<file path="src/rtl/mem_arbiter.sv">
// -----------------------------------------------------------------------------
// mem_arbiter
//
// Shares one memory port between two requesters. Port 0 is the CPU controller
// (fetch/load/store) and port 1 is the program loader / debug port. The block
// runs one transaction at a time through IDLE -> ISSUE -> WAIT -> ACK. It waits
// out the memory latency and then returns a one-cycle ack together with
// registered read data. Every output is driven directly from a flop.
//
// Parameters
//   WORD_SIZE      data width
//   MEM_ADDR_SIZE  address width
//   MEM_LATENCY    cycles from the memory sampling the command to valid
//                  mem_rdata (legal range 1..15)
//
// Ports
//   clock, reset              rising-edge clock, asynchronous active-low reset
//   req0/we0/addr0/wdata0     port 0 request (held until ack0), write flag,
//                             address and write data
//   ack0/rdata0               port 0 completion pulse and last read data
//   req1/.../rdata1           the same set of signals for port 1
//   busy                      high while a transaction is in flight
//   mem_read/mem_write        one-cycle memory strobes
//   mem_addr/mem_wdata        memory command address and write data
//   mem_rdata                 memory read data
//
// Optional feature
//   MEM_ARB_FIXED_PRIO_EN  When this macro is defined, port 0 always wins a
//                          simultaneous request. When it is undefined,
//                          simultaneous requests alternate round-robin.
// -----------------------------------------------------------------------------
module mem_arbiter #(
  parameter int WORD_SIZE     = 16,
  parameter int MEM_ADDR_SIZE = 6,
  parameter int MEM_LATENCY   = 1
) (
  input  logic                     clock,
  input  logic                     reset,
  input  logic                     req0,
  input  logic                     we0,
  input  logic [MEM_ADDR_SIZE-1:0] addr0,
  input  logic [WORD_SIZE-1:0]     wdata0,
  output logic                     ack0,
  output logic [WORD_SIZE-1:0]     rdata0,
  input  logic                     req1,
  input  logic                     we1,
  input  logic [MEM_ADDR_SIZE-1:0] addr1,
  input  logic [WORD_SIZE-1:0]     wdata1,
  output logic                     ack1,
  output logic [WORD_SIZE-1:0]     rdata1,
  output logic                     busy,
  output logic                     mem_read,
  output logic                     mem_write,
  output logic [MEM_ADDR_SIZE-1:0] mem_addr,
  output logic [WORD_SIZE-1:0]     mem_wdata,
  input  logic [WORD_SIZE-1:0]     mem_rdata
);

  typedef enum logic [1:0] {IDLE, ISSUE, WAIT, ACK} state_t;

  localparam logic [3:0] LAT_INIT = 4'(MEM_LATENCY);

  state_t                   state_q, state_d;
  logic                     last_grant_q, last_grant_d;
  logic                     grant_q, grant_d;      // 1 = port 1 owns the transaction
  logic                     we_q, we_d;
  logic [3:0]               cnt_q, cnt_d;
  logic                     mem_read_q, mem_read_d;
  logic                     mem_write_q, mem_write_d;
  logic [MEM_ADDR_SIZE-1:0] mem_addr_q, mem_addr_d;
  logic [WORD_SIZE-1:0]     mem_wdata_q, mem_wdata_d;
  logic                     ack0_q, ack0_d;
  logic                     ack1_q, ack1_d;
  logic [WORD_SIZE-1:0]     rdata0_q, rdata0_d;
  logic [WORD_SIZE-1:0]     rdata1_q, rdata1_d;
  logic                     busy_q, busy_d;
  logic                     pick1;

  // Choose the winner from the requests sampled in IDLE.
`ifdef MEM_ARB_FIXED_PRIO_EN
  assign pick1 = req1 && !req0;
`else
  // When both ports request, the port that was not served last wins.
  assign pick1 = req1 && (!req0 || !last_grant_q);
`endif

  always_comb begin
    state_d      = state_q;
    last_grant_d = last_grant_q;
    grant_d      = grant_q;
    we_d         = we_q;
    cnt_d        = cnt_q;
    mem_read_d   = 1'b0;
    mem_write_d  = 1'b0;
    mem_addr_d   = mem_addr_q;
    mem_wdata_d  = mem_wdata_q;
    ack0_d       = 1'b0;
    ack1_d       = 1'b0;
    rdata0_d     = rdata0_q;
    rdata1_d     = rdata1_q;
    busy_d       = busy_q;

    case (state_q)
      IDLE: begin
        if (req0 || req1) begin
          grant_d      = pick1;
          last_grant_d = pick1;
          we_d         = pick1 ? we1    : we0;
          mem_addr_d   = pick1 ? addr1  : addr0;
          mem_wdata_d  = pick1 ? wdata1 : wdata0;
          // The strobe is registered now, so it is visible for the whole
          // ISSUE cycle and drops again on the next edge.
          mem_read_d   = !we_d;
          mem_write_d  = we_d;
          busy_d       = 1'b1;
          state_d      = ISSUE;
        end
      end
      ISSUE: begin
        cnt_d   = LAT_INIT;
        state_d = WAIT;
      end
      WAIT: begin
        if (cnt_q == 4'd1) begin
          // The memory data is valid on this edge. Only a read updates the
          // owner's data register.
          cnt_d = 4'd0;
          if (!we_q) begin
            if (grant_q) rdata1_d = mem_rdata;
            else         rdata0_d = mem_rdata;
          end
          ack0_d  = !grant_q;
          ack1_d  = grant_q;
          state_d = ACK;
        end else begin
          cnt_d = cnt_q - 4'd1;
        end
      end
      ACK: begin
        busy_d  = 1'b0;
        state_d = IDLE;
      end
      default: state_d = IDLE;
    endcase
  end

  always_ff @(posedge clock or negedge reset) begin
    if (!reset) begin
      state_q      <= IDLE;
      last_grant_q <= 1'b1;   // port 0 wins the first contest
      grant_q      <= 1'b0;
      we_q         <= 1'b0;
      cnt_q        <= 4'd0;
      mem_read_q   <= 1'b0;
      mem_write_q  <= 1'b0;
      mem_addr_q   <= '0;
      mem_wdata_q  <= '0;
      ack0_q       <= 1'b0;
      ack1_q       <= 1'b0;
      rdata0_q     <= '0;
      rdata1_q     <= '0;
      busy_q       <= 1'b0;
    end else begin
      state_q      <= state_d;
      last_grant_q <= last_grant_d;
      grant_q      <= grant_d;
      we_q         <= we_d;
      cnt_q        <= cnt_d;
      mem_read_q   <= mem_read_d;
      mem_write_q  <= mem_write_d;
      mem_addr_q   <= mem_addr_d;
      mem_wdata_q  <= mem_wdata_d;
      ack0_q       <= ack0_d;
      ack1_q       <= ack1_d;
      rdata0_q     <= rdata0_d;
      rdata1_q     <= rdata1_d;
      busy_q       <= busy_d;
    end
  end

  assign ack0      = ack0_q;
  assign ack1      = ack1_q;
  assign rdata0    = rdata0_q;
  assign rdata1    = rdata1_q;
  assign busy      = busy_q;
  assign mem_read  = mem_read_q;
  assign mem_write = mem_write_q;
  assign mem_addr  = mem_addr_q;
  assign mem_wdata = mem_wdata_q;

endmodule

</file>
<file path="config.mk">
export PLATFORM = sky130hd
export DESIGN_NAME = mem_arbiter
export DESIGN_NICKNAME = d
export VERILOG_FILES = /design/src/rtl/mem_arbiter.sv
export SDC_FILE = /design/constraint.sdc
export NUM_CORES = 1
export LEC_CHECK = 0
export ABC_AREA = 1
export CORE_MARGIN = 5
export CORE_UTILIZATION = 47
export DETAILED_ROUTE_END_ITERATION = 7
export GPL_ROUTABILITY_DRIVEN = 0
export GPL_TIMING_DRIVEN = 0
export HOLD_SLACK_MARGIN = 0.15
export PLACE_DENSITY_LB_ADDON = 0.15
export RECOVER_POWER = 50
export SLEW_MARGIN = 20
export SYNTH_ARGS = -nofsm -noshare
export SYNTH_HDL_FRONTEND = slang
export SYNTH_SLANG_ARGS = --single-unit
</file>
<file path="constraint.sdc">
create_clock -name clock -period 3.33 [get_ports clock]
set_input_delay 0.4995 -clock clock [delete_from_list [all_inputs] [get_ports clock]]
set_output_delay 0.4995 -clock clock [all_outputs]
set_load 0.03 [all_outputs]
</file>
* After elaboration in Yosys (flattened, before gate mapping) *
Index checks and enable logic that the tools add are counted.

word-level totals
  flip-flop bits (word level) = 68
  bits in latches = 0
  bits in writable memories = 0
  memory bits (read-only) = 0
  bits of input ports = 66
  memories kept = 0

cells by class
  add/subtract/negate cells = 1
  $mul = 0
  divide/modulo/power cells = 0
  $lt $le $gt $ge = 0
  eq/ne operators = 6
  shift-type cells = 0
  muxes and demuxes = 18
  bitwise operators = 2
  reduce and logical (&&, ||, !) cells = 15

operator list
  kind                                                 count
  two-way mux 16 bit                                   1
  two-way mux 1 bit                                    10
  one-hot mux 2 bit (4 select lines)                   1
  one-hot mux 4 bit (2 select lines)                   1
  AND reduction 4 bit                                  2
  two-way mux 6 bit                                    1
  AND reduction 2 bit                                  3
  equality test 2 bit, second input constant           2
  equality test 4 x 1 -> 1 bit, second input constant  1
  zero test 1 bit                                      4
  two-way mux 2 bit                                    2
  two-way mux 4 bit                                    1
  != test 2 bit, second input constant                 2
  nonzero test 2 bit                                   2
  subtractor 4 x 1 -> 4 bit, second input constant     1
  equality test 2 x 1 -> 1 bit, second input constant  1
  zero test 2 bit                                      1
  logical OR 1 bit                                     2
  NOT 1 bit                                            2
  one-hot mux 1 bit (2 select lines)                   1
  logical AND 1 bit                                    1

* Logic depth before layout (Yosys ltp) *
Gate-level depths: netlist of run 1.

  depth in word-level cells = 7
  gate-level depth with buffers = 8
  mapped depth without buffers = 8

* Worst setup path after synthesis of run 1 *
Ideal clock, no wire load.

  path type = reg-to-reg
  start = register state_q[0]
  end = register rdata0_q[10] (netlist: rdata0[10])
  setup time = 0.118 ns
  arrival = 1.377 ns
  required time = 3.212 ns
  path slack = 1.835 ns
  stages on the path, launching flop included = 9
  clock period less this slack = 1.495 ns
  cell sequence = dfrtp_1 > inv_1 > ha_1 > inv_2 > nor3_4 > nand2_4 > buf_6 > nand2_1 > nand2_1

between the ends
  longest elaborated chain between the ends = 2

RTL lines
  what                                  line  text
  start: declaration                    63    state_t state_q, state_d;
  start signal: assignment              164   state_q <= state_d;
  equality test 2 bit                   103   case (state_q)
  AND reduction 4 bit (no source line)  n/a
  end signal: assignment                175   rdata0_q <= rdata0_d;
  end: declaration                      74    logic [WORD_SIZE-1:0] rdata0_q, rdata0_d;

Every way passes these cells.
A chain may end at the register's enable or synchronous reset.

* Worst setup path in the final report of run 1 *
  start = register state_q[0]
  end = register mem_wdata_q[3] (netlist: mem_wdata[3])

between the ends
  longest elaborated chain between the ends = 2

RTL lines
  what                                  line  text
  zero test 2 bit                       103
  AND reduction 2 bit (no source line)  n/a
  end signal: assignment                172   mem_wdata_q <= mem_wdata_d;
  end: declaration                      71    logic [WORD_SIZE-1:0] mem_wdata_q, mem_wdata_d;

Every way passes these cells.

==> flow_results.xml, run 1 <==
<?xml version="1.0" encoding="UTF-8"?>
<metrics>
  <group name="status">
    <metric name="status" unit="">completed</metric>
  </group>
  <group name="cts">
    <metric name="number_of_cts_inserted_buffers" unit="">9</metric>
    <metric name="path_clk_slew" unit="ns">0.07</metric>
    <metric name="cts_tree" unit="">yes</metric>
    <metric name="cts.path.max_buffers" unit="">2</metric>
    <metric name="cts.repair_timing.setup_buffer_count" unit="">0</metric>
    <metric name="ctsRootBufferMaster" unit="">sky130_fd_sc_hd__clkbuf_8</metric>
    <metric name="worst_skew_pair.late_latency" unit="ns">0.34</metric>
    <metric name="ctsHtreeMaxLevel" unit="">3</metric>
    <metric name="tritoncts_num_sinks" unit="">68</metric>
  </group>
  <group name="global_routing">
    <metric name="grt_max_degree" unit="">38</metric>
    <metric name="track_usage" unit="%">21.1</metric>
    <metric name="grt_pass1_wl" unit="mm">14.1</metric>
    <metric name="number_of_antenna_violations_at_the_first_check_in_global_routing" unit="">0</metric>
    <metric name="grt.overflow.total" unit="">0</metric>
    <metric name="via_count_of_the_first_global_routing_pass" unit="">2893</metric>
  </group>
  <group name="floorplan">
    <metric name="die_height" unit="um">91.3</metric>
    <metric name="io_pins" unit="">125</metric>
    <metric name="floorplan.die.width" unit="um">91.3</metric>
    <metric name="initial_utilization" unit="%">48.6</metric>
    <metric name="placement_rows" unit="">29</metric>
    <metric name="fp.dieArea" unit="um2">8330</metric>
    <metric name="core_region_area" unit="um2">6390</metric>
  </group>
  <group name="worst_setup_path">
    <metric name="start_kind" unit="">flop</metric>
    <metric name="setup_cp_type" unit="">reg2reg</metric>
    <metric name="critical_path.cell_chain" unit="">inv_1 -&gt; ha_1 -&gt; inv_1 -&gt; nor2_1 -&gt; inv_1 -&gt; clkbuf_1 -&gt; nand2_1 -&gt; nand2_1</metric>
    <metric name="crit_path_dat" unit="ns">2.22</metric>
    <metric name="crit_required" unit="ns">3.55</metric>
    <metric name="cp_common_cell" unit="">sky130_fd_sc_hd__inv_1</metric>
    <metric name="reg2reg_depth" unit="">8</metric>
    <metric name="worst_path_dominant_cell_family" unit="">buffers and inverters</metric>
    <metric name="cp_slowest_stage_delay" unit="ns">0.42</metric>
    <metric name="end_of_the_critical_path" unit="">mem_wdata[3]</metric>
    <metric name="worst_r2r_endpoint" unit="">mem_wdata[3]</metric>
    <metric name="timing.reg2reg.setup_slack" unit="ns">1.33</metric>
    <metric name="crit_start" unit="">state_q[0]</metric>
    <metric name="critical_path_cell_count" unit="">8</metric>
    <metric name="regToRegStartpoint" unit="">state_q[0]</metric>
    <metric name="endpoint_kind" unit="">flop</metric>
    <metric name="path_max_fanout" unit="">10</metric>
    <metric name="cp_num_buf_inv" unit="">4</metric>
    <metric name="master_of_the_slowest_instance_on_the_critical_path" unit="">sky130_fd_sc_hd__nor2_1</metric>
  </group>
  <group name="timing">
    <metric name="period_share" unit="%">60.1</metric>
    <metric name="worst_pin_slew" unit="ns">0.516</metric>
    <metric name="setup_violations" unit="">0</metric>
    <metric name="rsz0062_at_grt" unit="">false</metric>
    <metric name="fin_worst_hold_slack" unit="ns">0.467</metric>
    <metric name="number_of_slew_limit_violations_in_the_final_report" unit="">0</metric>
    <metric name="postLayoutSetupSlackWorst" unit="ns">1.33</metric>
    <metric name="hold_viol_final" unit="">0</metric>
    <metric name="final.setup_skew" unit="ns">0.00971</metric>
    <metric name="maxSlewHeadroom" unit="%">65.5</metric>
    <metric name="layout_min_cycle_time" unit="ns">2.00</metric>
    <metric name="fmaxAchievable" unit="MHz">499</metric>
  </group>
  <group name="final_layout">
    <metric name="syn_to_final_growth" unit="%">49.5</metric>
    <metric name="final_core_utilization" unit="%">72.6</metric>
    <metric name="design.final.nets" unit="">592</metric>
    <metric name="layout.filler_cells" unit="">516</metric>
    <metric name="n_antenna_cell" unit="">0</metric>
    <metric name="regArea" unit="um2">1700</metric>
    <metric name="most-common-layout-cells" unit="">sky130_fd_sc_hd__nand2_1 (194), sky130_fd_sc_hd__clkdlybuf4s50_1 (122), sky130_fd_sc_hd__dfrtp_1 (67), sky130_fd_sc_hd__nand3_1 (44), sky130_fd_sc_hd__inv_1 (15)</metric>
    <metric name="drive_above_1_share" unit="%">6.27</metric>
    <metric name="multi_input_area" unit="um2">1230</metric>
    <metric name="leading_cell_type_in_the_layout_fill_and_taps_excluded" unit="">sky130_fd_sc_hd__nand2_1</metric>
  </group>
  <group name="detailed_routing">
    <metric name="detailroute.via_count" unit="">2957</metric>
    <metric name="detail_route.first_pass.iterations" unit="">4</metric>
    <metric name="post_drt_wl_per_cell" unit="um">14.3</metric>
    <metric name="wirelength" unit="mm">8.61</metric>
    <metric name="vias_per_cell" unit="">4.90</metric>
    <metric name="drt_first_iter_violations" unit="">120</metric>
    <metric name="drcViolationCount" unit="">0</metric>
    <metric name="final_antenna_net_count" unit="">0</metric>
  </group>
  <group name="yosys">
    <metric name="synthesis.area" unit="um2">3100</metric>
    <metric name="synth_area_per_cell" unit="um2">8.06</metric>
    <metric name="synth_seq_cells" unit="">68</metric>
    <metric name="synth_warn" unit="">0</metric>
    <metric name="mappedNetlistNets" unit="">456</metric>
    <metric name="fraction_of_the_yosys_area_taken_by_sequential_cells" unit="%">54.9</metric>
    <metric name="postSynthCellCount" unit="">385</metric>
    <metric name="synthDistinctLibCells" unit="">24</metric>
  </group>
  <group name="placement">
    <metric name="place.port_buffers" unit="">123</metric>
    <metric name="dpl.hpwl" unit="mm">6.55</metric>
    <metric name="dp_slack" unit="ns">1.36</metric>
  </group>
  <group name="power_and_ir_drop">
    <metric name="power.density" unit="nW/um2">1010</metric>
    <metric name="power.ir.vdd_worst" unit="uV">730</metric>
    <metric name="power_leakage" unit="nW">2.30</metric>
  </group>
  <group name="run">
    <metric name="maxCapViolCount" unit="">0</metric>
  </group>
  <group name="worst_hold_path">
    <metric name="hold_removal_path_class" unit="">reg2reg</metric>
  </group>
</metrics>
-- synthesized netlist by cell type --
| master | number | share of area [%] |
|---|---|---|
| sky130_fd_sc_hd__nor2_2 | 1 | 0.20 |
| sky130_fd_sc_hd__nor3_4 | 1 | 0.52 |
| sky130_fd_sc_hd__nor3_1 | 2 | 0.32 |
| sky130_fd_sc_hd__o21ai_0 | 12 | 1.9 |
| sky130_fd_sc_hd__dfstp_2 | 1 | 0.85 |
| sky130_fd_sc_hd__inv_1 | 14 | 1.7 |
| sky130_fd_sc_hd__a21oi_1 | 3 | 0.48 |
| sky130_fd_sc_hd__buf_2 | 9 | 1.5 |
| sky130_fd_sc_hd__nor2_4 | 2 | 0.73 |
| sky130_fd_sc_hd__o22ai_1 | 1 | 0.20 |
| sky130_fd_sc_hd__buf_1 | 1 | 0.12 |
| sky130_fd_sc_hd__o21ai_1 | 7 | 1.1 |
| sky130_fd_sc_hd__dfrtp_1 | 67 | 54 |
| sky130_fd_sc_hd__clkbuf_1 | 5 | 0.60 |
| sky130_fd_sc_hd__ha_1 | 5 | 2.0 |
| sky130_fd_sc_hd__buf_4 | 1 | 0.24 |
| sky130_fd_sc_hd__nand3_1 | 44 | 7.1 |
| sky130_fd_sc_hd__xnor2_1 | 1 | 0.28 |
| sky130_fd_sc_hd__inv_2 | 3 | 0.36 |
| sky130_fd_sc_hd__nand2_4 | 1 | 0.36 |
| sky130_fd_sc_hd__nor2_1 | 7 | 0.85 |
| sky130_fd_sc_hd__buf_6 | 2 | 0.73 |
| sky130_fd_sc_hd__nand3_2 | 1 | 0.32 |
| sky130_fd_sc_hd__nand2_1 | 194 | 23 |
-- cells by family (layout without fill, tap and decap cells) --
kind of cell	after synthesis	in the layout	synth area share (%)
simple gates	253	253	33.9
xor+xnor	1	1	0.282
buf+inv	35	176	5.20
flops	68	68	54.9
compound gates	23	23	3.75
fa+ha+maj	5	5	2.02
-- per-layer routing --
| layer | track usage [%] | wire length, um | vias to the layer above | share of wire, % |
|---|---|---|---|---|
| met4 | 6.23 | 74 | 0 | 0.86 |
| met5 | 0 | 0 | - | 0 |
| met2 | 34.3 | 4180 | 91 | 49 |
| met1 | 27.4 | 3760 | 1377 | 44 |
| met3 | 6.36 | 596 | 5 | 6.9 |
| li1 | - | - | 1484 | - |
-- through the flow --
stage	area [um2]	std cells	power [W]	TNS [ns]
6_report	4640	603	0.00468	0
5_1_grt	4640	603	0.00501	0
4_1_cts	4650	603	0.00474	0
3_5_place_dp	4450	586	0.00406	0
3_3_place_gp	4430	585	0.00399	-33.26
2_1_floorplan	3100	385	0.00298	0
-- worst min-delay path: cells and delay by family, from the launching register on --
kind,cells,cell delay [ns]
simple gates,2,0.10
flops,1,0.37
-- timing repair --
item / in CTS / in global routing
hold buffers: 1 / 0
hold endpoints to repair: 30 / 0
resized for setup: 0 / 0
-- area by class of cell --
cell class,count,area share (%)
inverter,17,1.38
multi-input combinational,282,26.5
clock inverter,6,1.40
timing repair buffer,125,27.1
clock buffer,10,2.75
tap,77,2.08
sequential,68,36.7
buffer,18,2.00
-- state kept, by name, summed over array words and instances (netlist names), 2 cells and up --
register and flops:
cnt_q 4, mem_addr 6, rdata1 16, state_q 2, mem_wdata 16, rdata0 16
-- how the worst min path moves through the flow --
stage                       from  depth (start not counted)  slack, ns      endpoint
finish              last_grant_q                          2       0.47  last_grant_q
global route         mem_addr[3]                          2       0.50   mem_addr[3]
CTS                 last_grant_q                          2       0.47  last_grant_q
detailed placement  last_grant_q                          2       0.46  last_grant_q
global placement       rdata0[0]                          2       0.46     rdata0[0]
floorplan                  reset                          0       0.20          ack0
-- report_power, final --
| group | internal, W | switching, W |
|---|---|---|
| sequential | 0.00122 | 0.000219 |
| combinational | 0.000976 | 0.00160 |
| clock | 0.000346 | 0.000316 |
(Power assumes the default switching activity.)
==> run 2, diff against run 1 <==
- CORE_UTILIZATION: 47 -> 43
- clock period: 3.33 -> 2.1 ns (I/O delays scaled with it)
==> flow_results.xml, run 2 (synthesized netlist as in run 1, its figures left out) <==
<?xml version="1.0" encoding="UTF-8"?>
<metrics>
  <group name="cts">
    <metric name="cts_tree" unit="">yes</metric>
    <metric name="tritoncts_num_sinks" unit="">68</metric>
    <metric name="ctsRootBufferMaster" unit="">sky130_fd_sc_hd__clkbuf_8</metric>
    <metric name="cts.path.max_buffers" unit="">2</metric>
    <metric name="worst_skew_pair.late_latency" unit="ns">0.34</metric>
    <metric name="number_of_cts_inserted_buffers" unit="">9</metric>
    <metric name="cts.repair_timing.setup_buffer_count" unit="">0</metric>
    <metric name="path_clk_slew" unit="ns">0.08</metric>
    <metric name="ctsHtreeMaxLevel" unit="">3</metric>
    <metric name="cts.repair.resized" unit="">0</metric>
  </group>
  <group name="timing">
    <metric name="postLayoutSetupSlackWorst" unit="ns">0.334</metric>
    <metric name="hold_viol_final" unit="">0</metric>
    <metric name="maxSlewHeadroom" unit="%">48.4</metric>
    <metric name="final.setup_skew" unit="ns">0.0104</metric>
    <metric name="period_share" unit="%">84.1</metric>
    <metric name="setup_violations" unit="">0</metric>
    <metric name="fin_setup_tns" unit="ns">0</metric>
    <metric name="fmaxAchievable" unit="MHz">566</metric>
    <metric name="rsz0062_at_grt" unit="">false</metric>
    <metric name="number_of_slew_limit_violations_in_the_final_report" unit="">0</metric>
    <metric name="fin_worst_hold_slack" unit="ns">0.353</metric>
    <metric name="layout_min_cycle_time" unit="ns">1.77</metric>
    <metric name="worst_pin_slew" unit="ns">0.774</metric>
  </group>
  <group name="power_and_ir_drop">
    <metric name="report.power.total" unit="W">0.00757</metric>
    <metric name="power.ir.vdd_worst" unit="uV">819</metric>
    <metric name="power_leakage" unit="nW">2.32</metric>
    <metric name="power.density" unit="nW/um2">1610</metric>
  </group>
  <group name="detailed_routing">
    <metric name="vias_per_cell" unit="">4.73</metric>
    <metric name="drt_first_iter_violations" unit="">74</metric>
    <metric name="wirelength" unit="mm">8.52</metric>
    <metric name="post_drt_wl_per_cell" unit="um">13.7</metric>
    <metric name="final_antenna_net_count" unit="">0</metric>
    <metric name="detailroute.via_count" unit="">2950</metric>
    <metric name="drcViolationCount" unit="">0</metric>
    <metric name="detail_route.first_pass.iterations" unit="">4</metric>
  </group>
  <group name="placement">
    <metric name="dpl.hpwl" unit="mm">6.47</metric>
    <metric name="place.port_buffers" unit="">123</metric>
    <metric name="placed_area" unit="um2">4480</metric>
    <metric name="dp_slack" unit="ns">0.335</metric>
  </group>
  <group name="worst_setup_path">
    <metric name="crit_required" unit="ns">2.33</metric>
    <metric name="reg2reg_depth" unit="">6</metric>
    <metric name="path_max_fanout" unit="">10</metric>
    <metric name="master_of_the_slowest_instance_on_the_critical_path" unit="">sky130_fd_sc_hd__dfrtp_1</metric>
    <metric name="regToRegStartpoint" unit="">state_q[0]</metric>
    <metric name="cp_slowest_stage_delay" unit="ns">0.40</metric>
    <metric name="critical_path.cell_chain" unit="">inv_1 -&gt; ha_1 -&gt; nand3_1 -&gt; clkbuf_1 -&gt; o21ai_0 -&gt; nand2_1</metric>
    <metric name="worst_path_dominant_cell_family" unit="">flip-flops</metric>
    <metric name="start_kind" unit="">flop</metric>
    <metric name="worst_r2r_endpoint" unit="">rdata1[9]</metric>
    <metric name="cp_num_buf_inv" unit="">2</metric>
    <metric name="critical_path_cell_count" unit="">6</metric>
    <metric name="endpoint_kind" unit="">flop</metric>
    <metric name="timing.reg2reg.setup_slack" unit="ns">0.33</metric>
    <metric name="setup_cp_type" unit="">reg2reg</metric>
    <metric name="crit_path_dat" unit="ns">2.00</metric>
  </group>
  <group name="final_layout">
    <metric name="layout.filler_cells" unit="">648</metric>
    <metric name="final_non_filler_cell_area" unit="um2">4700</metric>
    <metric name="multi_input_area" unit="um2">1230</metric>
    <metric name="design.final.nets" unit="">592</metric>
    <metric name="syn_to_final_growth" unit="%">51.6</metric>
    <metric name="drive_above_1_share" unit="%">6.10</metric>
    <metric name="n_antenna_cell" unit="">0</metric>
    <metric name="regArea" unit="um2">1700</metric>
    <metric name="leading_cell_type_in_the_layout_fill_and_taps_excluded" unit="">sky130_fd_sc_hd__nand2_1</metric>
    <metric name="most-common-layout-cells" unit="">sky130_fd_sc_hd__nand2_1 (194), sky130_fd_sc_hd__clkdlybuf4s50_1 (121), sky130_fd_sc_hd__dfrtp_1 (67), sky130_fd_sc_hd__nand3_1 (45), sky130_fd_sc_hd__inv_1 (15)</metric>
  </group>
  <group name="floorplan">
    <metric name="die_height" unit="um">95.0</metric>
    <metric name="core_region_area" unit="um2">7140</metric>
    <metric name="placement_rows" unit="">31</metric>
    <metric name="fp.dieArea" unit="um2">9020</metric>
    <metric name="io_pins" unit="">125</metric>
    <metric name="initial_utilization" unit="%">43.5</metric>
    <metric name="floorplan.die.width" unit="um">95.0</metric>
  </group>
  <group name="global_routing">
    <metric name="track_usage" unit="%">19.5</metric>
    <metric name="via_count_of_the_first_global_routing_pass" unit="">2949</metric>
    <metric name="grt_max_degree" unit="">58</metric>
    <metric name="grt.overflow.total" unit="">0</metric>
    <metric name="number_of_antenna_violations_at_the_first_check_in_global_routing" unit="">0</metric>
    <metric name="grt_pass1_wl" unit="mm">13.6</metric>
  </group>
  <group name="worst_hold_path">
    <metric name="min_delay_path_depth" unit="">3</metric>
    <metric name="hold_removal_path_class" unit="">in2reg</metric>
    <metric name="min_from" unit="">req1</metric>
    <metric name="hold_path_endpoint" unit="">mem_read</metric>
  </group>
  <group name="run">
    <metric name="maxCapViolCount" unit="">0</metric>
  </group>
  <group name="status">
    <metric name="status" unit="">completed</metric>
  </group>
</metrics>
-- run 2: tightest hold or removal path, stage by stage --
cell and delay [ns]:
sky130_fd_sc_hd__buf_2 0.15, sky130_fd_sc_hd__nand3_1 0.12, sky130_fd_sc_hd__a21oi_1 0.07
-- run 2: power breakdown --
group | internal (W) | total [W] | switching [W]
registers | 0.00194 | 0.00228 | 0.000338
logic | 0.00155 | 0.00407 | 0.00251
clock network | 0.000725 | 0.00122 | 0.000498
-- run 2: worst max path at each step --
stage / from / end / slack, ns
6_report: state_q[0] / rdata1[9] / 0.33
5_1_grt: state_q[0] / rdata1[8] / 0.16
4_1_cts: state_q[0] / rdata0[11] / 0.32
3_5_place_dp: state_q[0] / rdata0[11] / 0.33
3_3_place_gp: reset / rdata0[3] / -1.62
2_1_floorplan: state_q[0] / rdata0[10] / 0.60
-- run 2: per-stage QoR --
stage / cells / utilization, %
2_1_floorplan: 385 / -
3_3_place_gp: 607 / 62.5
3_5_place_dp: 608 / 62.8
4_1_cts: 624 / 66.1
5_1_grt: 624 / 65.9
6_report: 624 / 65.9
-- run 2: layout make-up --
class                      count  share of cell area (%)
sequential                    68                    36.2
timing repair buffer         125                    26.8
multi-input combinational    282                    26.2
buffer                        18                    1.97
inverter                      17                    1.36
clock inverter                 4                    1.54
clock buffer                  11                    3.22
tap                           99                    2.63
-- run 2: layer usage --
layer	track usage, %	wire (um)	up-vias
met3	7.41	765	12
met2	31.7	3990	106
met1	23.8	3660	1361
li1	-	-	1471
met4	6.37	103	0
met5	0	0	-
-- run 2: what timing repair did --
item / CTS / global route
setup endpoints to repair: 0 / 0
hold endpoints to repair: 67 / 0
hold buffers: 1 / 0
